## config.mk

```make
export PLATFORM = sky130hd
export DESIGN_NAME = key_schedule_ctrl
export DESIGN_NICKNAME = d
export VERILOG_FILES = /design/src/rtl/key_schedule_ctrl.sv
export SDC_FILE = /design/constraint.sdc
export NUM_CORES = 2
export LEC_CHECK = 0
export CAP_MARGIN = 20
export CORE_UTILIZATION = 45
export CTS_CLUSTER_DIAMETER = 60
export DETAILED_ROUTE_END_ITERATION = 16
export GPL_ROUTABILITY_DRIVEN = 0
export PLACE_DENSITY_LB_ADDON = 0.3
export SKIP_CTS_REPAIR_TIMING = 1
export SKIP_LAST_GASP = 1
export SLEW_MARGIN = 20
export SYNTH_ARGS = -nofsm -noshare
export SYNTH_HDL_FRONTEND = slang
export SYNTH_SLANG_ARGS = --single-unit
export TNS_END_PERCENT = 100
```

## constraint.sdc

```tcl
create_clock -name clk -period 33.9 [get_ports clk]
set_input_delay 5.085 -clock clk [delete_from_list [all_inputs] [get_ports clk]]
set_output_delay 5.085 -clock clk [all_outputs]
set_load 0.1 [all_outputs]
```

## src/rtl/key_schedule_ctrl.sv

```systemverilog
// Iterative AES-128 key schedule: one round key per clock into a
// register file, read back through a stalling request/ack port.
//
// Ports:
//   clk, reset        clock, synchronous active-high reset
//   key_valid/ready   cipher key handshake, key_in = {w0,w1,w2,w3}
//   busy, done        expansion running / 1-cycle pulse at last round
//   rk_req/idx        round-key read request, held until rk_ack
//   rk_ack/data/err   read response; err flags idx > NR
module key_schedule_ctrl #(
  parameter int NR   = 10,
  parameter int IDXW = 4
) (
  input  logic            clk,
  input  logic            reset,
  input  logic            key_valid,
  output logic            key_ready,
  input  logic [127:0]    key_in,
  output logic            busy,
  output logic            done,
  input  logic            rk_req,
  input  logic [IDXW-1:0] rk_idx,
  output logic            rk_ack,
  output logic [127:0]    rk_data,
  output logic            rk_err
);

  localparam logic [IDXW-1:0] NR_I = IDXW'(NR);
  localparam logic [IDXW-1:0] ONE  = IDXW'(1);

  typedef enum logic [1:0] {
    S_IDLE,
    S_EXPAND,
    S_READY
  } state_e;

  state_e          state_q, state_d;
  logic [IDXW-1:0] avail_q, avail_d;
  logic [IDXW-1:0] round_q, round_d;
  logic [7:0]      rcon_q, rcon_d;
  logic            done_q, done_d;
  logic [127:0]    rk_q [NR+1];

  logic            accept;
  logic            wr_en;
  logic [127:0]    prev_rk;
  logic [127:0]    next_rk;
  logic [31:0]     t, w0, w1, w2, w3;

  logic            rd_go, rd_err, rd_ok;
  logic            rk_ack_q;
  logic            rk_err_q;
  logic [127:0]    rk_data_q;

  function automatic logic [7:0] xtime(input logic [7:0] b);
    return {b[6:0], 1'b0} ^ (b[7] ? 8'h1b : 8'h00);
  endfunction

  function automatic logic [7:0] gmul(input logic [7:0] a,
                                      input logic [7:0] b);
    logic [7:0] p;
    logic [7:0] x;
    p = '0;
    x = a;
    for (int i = 0; i < 8; i++) begin
      if (b[i]) p = p ^ x;
      x = xtime(x);
    end
    return p;
  endfunction

  // Inverse as b^254 (0 maps to 0), then the affine transform.
  function automatic logic [7:0] sbox(input logic [7:0] b);
    logic [7:0] s;
    logic [7:0] v;
    s = b;
    v = 8'h01;
    for (int i = 1; i < 8; i++) begin
      s = gmul(s, s);
      v = gmul(v, s);
    end
    return v ^ {v[6:0], v[7]} ^ {v[5:0], v[7:6]}
             ^ {v[4:0], v[7:5]} ^ {v[3:0], v[7:4]} ^ 8'h63;
  endfunction

  function automatic logic [31:0] subword(input logic [31:0] w);
    return {sbox(w[31:24]), sbox(w[23:16]),
            sbox(w[15:8]),  sbox(w[7:0])};
  endfunction

  always_comb begin
    prev_rk = rk_q[round_q - ONE];
    t  = subword({prev_rk[23:0], prev_rk[31:24]})
       ^ {rcon_q, 24'h0};
    w0 = prev_rk[127:96] ^ t;
    w1 = prev_rk[95:64]  ^ w0;
    w2 = prev_rk[63:32]  ^ w1;
    w3 = prev_rk[31:0]   ^ w2;
    next_rk = {w0, w1, w2, w3};
  end

  always_comb begin
    state_d   = state_q;
    avail_d   = avail_q;
    round_d   = round_q;
    rcon_d    = rcon_q;
    done_d    = 1'b0;
    key_ready = 1'b0;
    busy      = 1'b0;
    accept    = 1'b0;
    wr_en     = 1'b0;
    unique case (state_q)
      S_IDLE, S_READY: begin
        key_ready = 1'b1;
        if (key_valid) begin
          accept  = 1'b1;
          avail_d = ONE;
          round_d = ONE;
          rcon_d  = 8'h01;
          state_d = S_EXPAND;
        end
      end
      S_EXPAND: begin
        busy    = 1'b1;
        wr_en   = 1'b1;
        avail_d = round_q + ONE;
        round_d = round_q + ONE;
        rcon_d  = xtime(rcon_q);
        if (round_q == NR_I) begin
          done_d  = 1'b1;
          state_d = S_READY;
        end
      end
      default: state_d = S_IDLE;
    endcase
  end

  always_ff @(posedge clk) begin
    if (reset) begin
      state_q <= S_IDLE;
      avail_q <= '0;
      round_q <= '0;
      rcon_q  <= 8'h01;
      done_q  <= 1'b0;
    end else begin
      state_q <= state_d;
      avail_q <= avail_d;
      round_q <= round_d;
      rcon_q  <= rcon_d;
      done_q  <= done_d;
    end
  end

  // Key storage keeps its contents across reset; avail gates reads.
  always_ff @(posedge clk) begin
    if (!reset && accept) rk_q[0] <= key_in;
    if (!reset && wr_en)  rk_q[round_q] <= next_rk;
  end

  // The cycle right after an ack ignores the still-held request.
  always_comb begin
    rd_go  = rk_req && !rk_ack_q;
    rd_err = rk_idx > NR_I;
    rd_ok  = !rd_err && (rk_idx < avail_q);
  end

  always_ff @(posedge clk) begin
    if (reset) begin
      rk_ack_q  <= 1'b0;
      rk_err_q  <= 1'b0;
      rk_data_q <= '0;
    end else begin
      rk_ack_q <= rd_go && (rd_err || rd_ok);
      if (rd_go && rd_err) begin
        rk_err_q  <= 1'b1;
        rk_data_q <= '0;
      end else if (rd_go && rd_ok) begin
        rk_err_q  <= 1'b0;
        rk_data_q <= rk_q[rk_idx];
      end
    end
  end

  assign done    = done_q;
  assign rk_ack  = rk_ack_q;
  assign rk_err  = rk_err_q;
  assign rk_data = rk_data_q;

endmodule

```

Word-level counts from Yosys, hierarchy flattened

Memories as Yosys holds them, arrays and structs flattened. A register that Yosys moved wholly into a read port is not among the register bits.
Index checks and enable logic that the tools add are counted.
W data, S select, Z words.

Register bits after elaboration: 17
Memory bits (writable): 1408
Bits of input ports: 136
Output and inout port bits: 133
Word-level logic and storage cells: 1653
Memories: 1

Memory list:

| name | depth | bits a word | rd ports | clocked after memory_dff | write ports | RTL line | source |
|---|---|---|---|---|---|---|---|
| rk_q | 11    | 128         | 2        | 1                        | 1           | 42       | `logic [127:0] rk_q [NR+1];` |

Add/subtract/negate cells: 2
$lt $le $gt $ge: 2
Equality and inequality tests: 5
Mux-type cells: 834
Bitwise operators: 783
Reductions and logical operators: 20

Operators by type and width:

| kind                  | number |
|---|---|
| $mux W8               | 421 |
| $xor A8 B8 Y8         | 380 |
| $xor A8 B5 Y8         | 365 |
| $mux W5               | 369 |
| $xor A32 B32 Y32      | 5 |
| $mux W128             | 1 |
| $reduce_or A128 Y1    | 1 |
| $mux W7               | 4 |
| $not A1 Y1 const A    | 28 |
| $mux W4               | 6 |
| $mux W6               | 4 |
| $mux W1               | 16 |
| $not A4 Y4            | 4 |
| $pmux W8 S2           | 1 |
| $mux W2               | 6 |
| $mux W3               | 4 |
| $pmux W4 S2           | 1 |
| $logic_and A1 B1 Y1   | 7 |
| $reduce_or A2 Y1      | 3 |
| $add A4 B1 Y4 const B | 1 |
| $eq A4 B4 Y1 const B  | 1 |
| $gt A4 B4 Y1 const B  | 1 |
| $lt A4 B4 Y1          | 1 |
| $ne A2 B2 Y1 const B  | 2 |
| 10 further kinds      | 14 |

Depth between registers and ports, before layout

An unclocked memory read counts as a cell.

Word-level depth: 140
Depth in mapped cells: 80
Mapped depth without buffers: 62

Worst setup path after synthesis

OpenSTA, ideal clock, no wires.

Path type: reg2reg
Start point: reg round_q[0]
End point: mem rk_q[7][0], enable pin
Library setup time: 0.932 ns
Arrival time: 17.843 ns
Required time: 32.968 ns
Setup slack: 15.125 ns
Cell stages (with the launch flop): 18
Buffers on the path: 15
Period minus slack after synthesis: 18.775 ns
Path through: dfxtp_1 -> buf_6 -> buf_8 -> buf_8 -> buf_6 -> buf_6 -> buf_8 -> buf_8 -> buf_1 -> clkbuf_1 -> buf_1 -> clkbuf_1 -> buf_1 -> clkbuf_1 -> clkbuf_1 -> clkbuf_1 -> nand3_1 -> nor4_1

Cells in the longest elaborated chain, start to end: 1

Ends and longest elaborated chain:

| item                   | RTL line | source |
|---|---|---|
| start, declared        | 39       | `logic [IDXW-1:0] round_q, round_d;` |
| start signal, assigned | 148      | `round_q <= round_d;` |
| $mux W4 (no line)      | n/a      |  |
| end, declared          | 42       |  |

No other way between the ends.

Worst setup path after layout

Start point: reg round_q[0]
End point: mem rk_q[2][10], data pin

Cells in the longest elaborated chain, start to end: 136
Elaborated cells between the ends (all ways): 397
Classes of those cells: add/sub: 1; mux: 204; bitwise: 191; memory: 1

Ends and longest elaborated chain:

| item                                           | RTL line | source |
|---|---|---|
| $sub A4 B1 Y4 *                                | 92       | `prev_rk = rk_q[round_q - ONE];` |
| $mem_v2 Z11 W128 *                             | n/a      |  |
| $mux W5 (tied with other cells)                | 56       | `return {b[6:0], 1'b0} ^ (b[7] ? 8'h1b : 8'h00);` |
| $xor A8 B5 Y8 or $xor A8 B8 Y8 (tied branches) | 56, 66   |  |
| $xor A8 B8 Y8 or $mux W8 (tied branches)       | 66       | `if (b[i]) p = p ^ x;` |
| $mux W8 or $xor A8 B8 Y8 (tied branches)       | 66       |  |
| $xor A8 B8 Y8 or $mux W8 (tied branches)       | 66       |  |
| $mux W8 or $xor A8 B8 Y8 (tied branches)       | 66       |  |
| (+118 left out)                                | n/a      |  |
| $xor A8 B8 Y8 (2 in series)                    | 82       | `return v ^ {v[6:0], v[7]} ^ {v[5:0], v[7:6]}` |
| $xor A8 B8 Y8 (2 in series)                    | 83       | `^ {v[4:0], v[7:5]} ^ {v[3:0], v[7:4]} ^ 8'h63;` |
| $xor A32 B32 Y32                               | 94       | `^ {rcon_q, 24'h0};` |
| $xor A32 B32 Y32                               | 95       | `w0 = prev_rk[127:96] ^ t;` |
| $xor A32 B32 Y32                               | 96       | `w1 = prev_rk[95:64] ^ w0;` |
| $xor A32 B32 Y32                               | 97       | `w2 = prev_rk[63:32] ^ w1;` |
| $xor A32 B32 Y32 *                             | 98       | `w3 = prev_rk[31:0] ^ w2;` |
| $mux W128 (no line) *                          | n/a      |  |

Every way passes the cells marked *; elsewhere a longest branch is shown, timed or not.

==> summary.txt <==
STA
  • Slew headroom: 0.149
  • Final period util: 0.722
  • Clk_skew: between 0.03 and 0.04 ns
  • Min setup slack post-route: between 9 and 10 ns
  • Highest clock rate: 40.9 MHz
  • Final Hold Vio Count: 0
  • Least-Margin Pin Slew: roughly 1.3 ns
  • Slew Viols, Final: 0
  • Setup violators final: 0
  • Hold Slack: approximately 0.5 ns
  • Tmin final: 24.47 ns
  • RSZ-0062 raised after global routing: false
  • Total negative setup slack: 0 ns

Route
  • Final Routed Wirelength: slightly above 400 mm
  • 1st-iter DRT viols: roughly 12k
  • Antenna Violating Nets Remaining: 0
  • Drt wl/cell: approximately 26 microns
  • Vias per cell: roughly 6.3
  • Residual DRC: 0
  • Vias post-DR: 99.5k
  • Drt first pass iters: 6

Setup path
  • R2R Setup Slk: 9.43 ns
  • Crit. End Element: flip-flop
  • Crit-path max FO: 60
  • Critical path class: flip-flop to flip-flop
  • Slowest-stage cell, CP: ha_1
  • Critical path arrival: 24.98 ns
  • Slowest cell delay on critical path: approximately 1.1 ns
  • Setup crit start kind: flip-flop
  • Worst path most repeated cell: xnor2_1
  • Crit path required time: 34.41 ns

Placement
  • Pre-CTS setup slack: roughly 9.0 ns
  • Detail Placement HPWL: 274 mm
  • # port buffers: ~270

Finish
  • Area Overhead vs Synth: 9.70%
  • Layout cell share with drive strength beyond 1: 0.146
  • Final net count: 12.1k

Clock network
  • Clock buffer count from CTS: around 160
  • Clk Tree Root Cell: clkbuf_16
  • CTS tree: done
  • Clock buffer depth: 3
  • H-tree depth: 4
  • Insertion delay to the later sink of the worst-skew pair: roughly 0.82 ns
  • Clk sink count: approximately 1.6k
  • CTS clk-pin slew, worst paths: ~0.060 ns

Synth
  • Netlist Area Pre-Place: between 100000 and 150000 sq um
  • Distinct cell type count after synthesis: between 100 and 150
  • Yosys top cell area share: 0.332
  • Seq/Total Area, Yosys: 0.354
  • Syn Inst Count: about 12k
  • Primary FF master, synth: edfxtp_1
  • Syn. warnings: 0
  • Yosys top cell by area: edfxtp_1
  • FF+latch count, synth: ~1.6k
  • Syn_area_per_cell: about 11 sq um
  • Syn_nets: 12.1k
  • Post-synth EDFFs: roughly 1.4k
  • Synth area leaders: edfxtp_1 (33%), xnor2_1 (12%), mux4_2 (11%), xnor3_1 (5.5%), nor2_1 (4.8%)
  • FFs w/ async S/R, synth: 0

Hold path
  • HP Class: flip-flop to flip-flop

Status
  • Outcome: complete, no violations

GRT
  • Antenna violations before repair: 16
  • Vias in the first global route: between 90k and 100k
  • GRT overflow: 0
  • Largest net degree at the start of global routing: around 120
  • First-pass GRT wire length: just over 600 mm
  • Tot GR Track Use: 0.279

Die
  • Die width: about 530 microns
  • Die ar.: roughly 290000 sq um
  • # IOs: 269
  • Die H: between 500 and 600 microns
  • Core Area: approximately 280000 sq um
  • Cell Rows: between 150 and 200
  • Initial Util: 0.452

Flow run
  • Max Cap Viol: 0
layout make-up:
| type | count | area [sq um] |
|---|---|---|
| Inverter | 91 | 342 |
| Multi-Input combinational cell | 9485 | 79100 |
| Clock inverter | 75 | 629 |
| Timing Repair Buffer | 642 | 5590 |
| Tap cell | 3743 | 4680 |
| Antenna cell | 14 | 35.0 |
| Sequential cell | 1553 | 45200 |
| Fill cell | 24974 | 142000 |
| Clock buffer | 216 | 4370 |
path summary, 6_finish.rpt:
path	start	to	depth (start not counted)
max reg2reg	round_q[0]	rk_q[2][10]	57
min reg2reg	rk_err	rk_err	2
min	rk_err	rk_err	2
max	round_q[0]	rk_q[2][10]	57
placed cells by master (no fill, tap or decap), types with 160 or more instances in the layout:
| master | instances |
|---|---|
| o21ai_0 | 342 |
| mux2_2 | 173 |
| nand3_1 | 171 |
| mux2i_1 | 406 |
| a21oi_1 | 565 |
| xnor2_1 | 1637 |
| mux4_2 | 623 |
| nor2_1 | 1612 |
| clkbuf_16 | 160 |
| nor3_1 | 317 |
| clkdlybuf4s50_1 | 257 |
| buf_4 | 364 |
| xnor3_1 | 314 |
| xor2_1 | 477 |
| edfxtp_1 | 1408 |
| nand2_1 | 1051 |
registers in the layout (all words and copies together) (netlist names):
name and count:
rk_ack 1, rk_q 1408, state_q 2, rcon_q 8
rk_err 1, round_q 4, rk_data 128, done 1
cell families (layout without fill, tap and decap cells):
| family | after synthesis | count (layout) | synth area share |
|---|---|---|---|
| compound gates | 1941 | 1941 | 0.0978 |
| xor+xnor | 2671 | 2671 | 0.233 |
| flops | 1553 | 1553 | 0.354 |
| mux | 1217 | 1217 | 0.159 |
| other cells | 0 | 14 | 0 |
| simple gates | 3627 | 3627 | 0.122 |
| buf+inv | 913 | 1024 | 0.0306 |
| fa+ha+maj | 29 | 29 | 0.00277 |
worst max-delay path: cells and delay by family, from the launching register on:
family | cells | cell delay (ns)
xor gates and xnor gates | 30 | 12.90
buffers and inverters | 7 | 2.82
adders and majority gates | 3 | 2.45
and+or+nand+nor | 8 | 2.21
AOI/OAI and AO/OA | 5 | 1.63
muxes | 4 | 1.33
DFF | 1 | 0.75
metal layers:
layer,vias to the layer above,share of wire,GRT usage
met4,6,0.046,0.120
met5,-,0.00018,0
li1,43528,-,-
met2,5846,0.46,0.447
met1,49220,0.39,0.375
met3,884,0.099,0.0456
synth_stat cells, types with 35 or more instances:
cell      instances
a211oi_1         74
a21oi_1         567
a221oi_1         47
a22oi_1          57
a31oi_1         146
and2_1           41
and3_1           40
buf_1           116
buf_2           134
buf_4            40
clkbuf_1        513
dfxtp_1         145
edfxtp_1       1408
inv_1            71
mux2_2          173
mux2i_1         406
mux4_2          623
nand2_1        1052
nand2b_1         68
nand3_1         171
nor2_1         1625
nor2b_1          77
nor3_1          318
nor4_1           36
o211ai_1         58
o21ai_0         376
o21ai_1          63
o22ai_1         111
or3_1            41
xnor2_1        1677
xnor2_2          80
xnor3_1         314
xor2_1          492
xor2_2           35
per-stage QoR:
| stage | cell area, sq um | utilization | instances |
|---|---|---|---|
| floorplan | 128000 | - | 11951 |
| global placement | 135000 | 0.477 | 15503 |
| detailed placement | 135000 | 0.478 | 15505 |
| CTS | 140000 | 0.495 | 15796 |
| global route | 140000 | 0.496 | 15816 |
| finish | 140000 | 0.496 | 15819 |
Power is left out: the tool's default activity adds up to more than one toggle a clock period on the data nets, which glitch-free logic cannot reach.
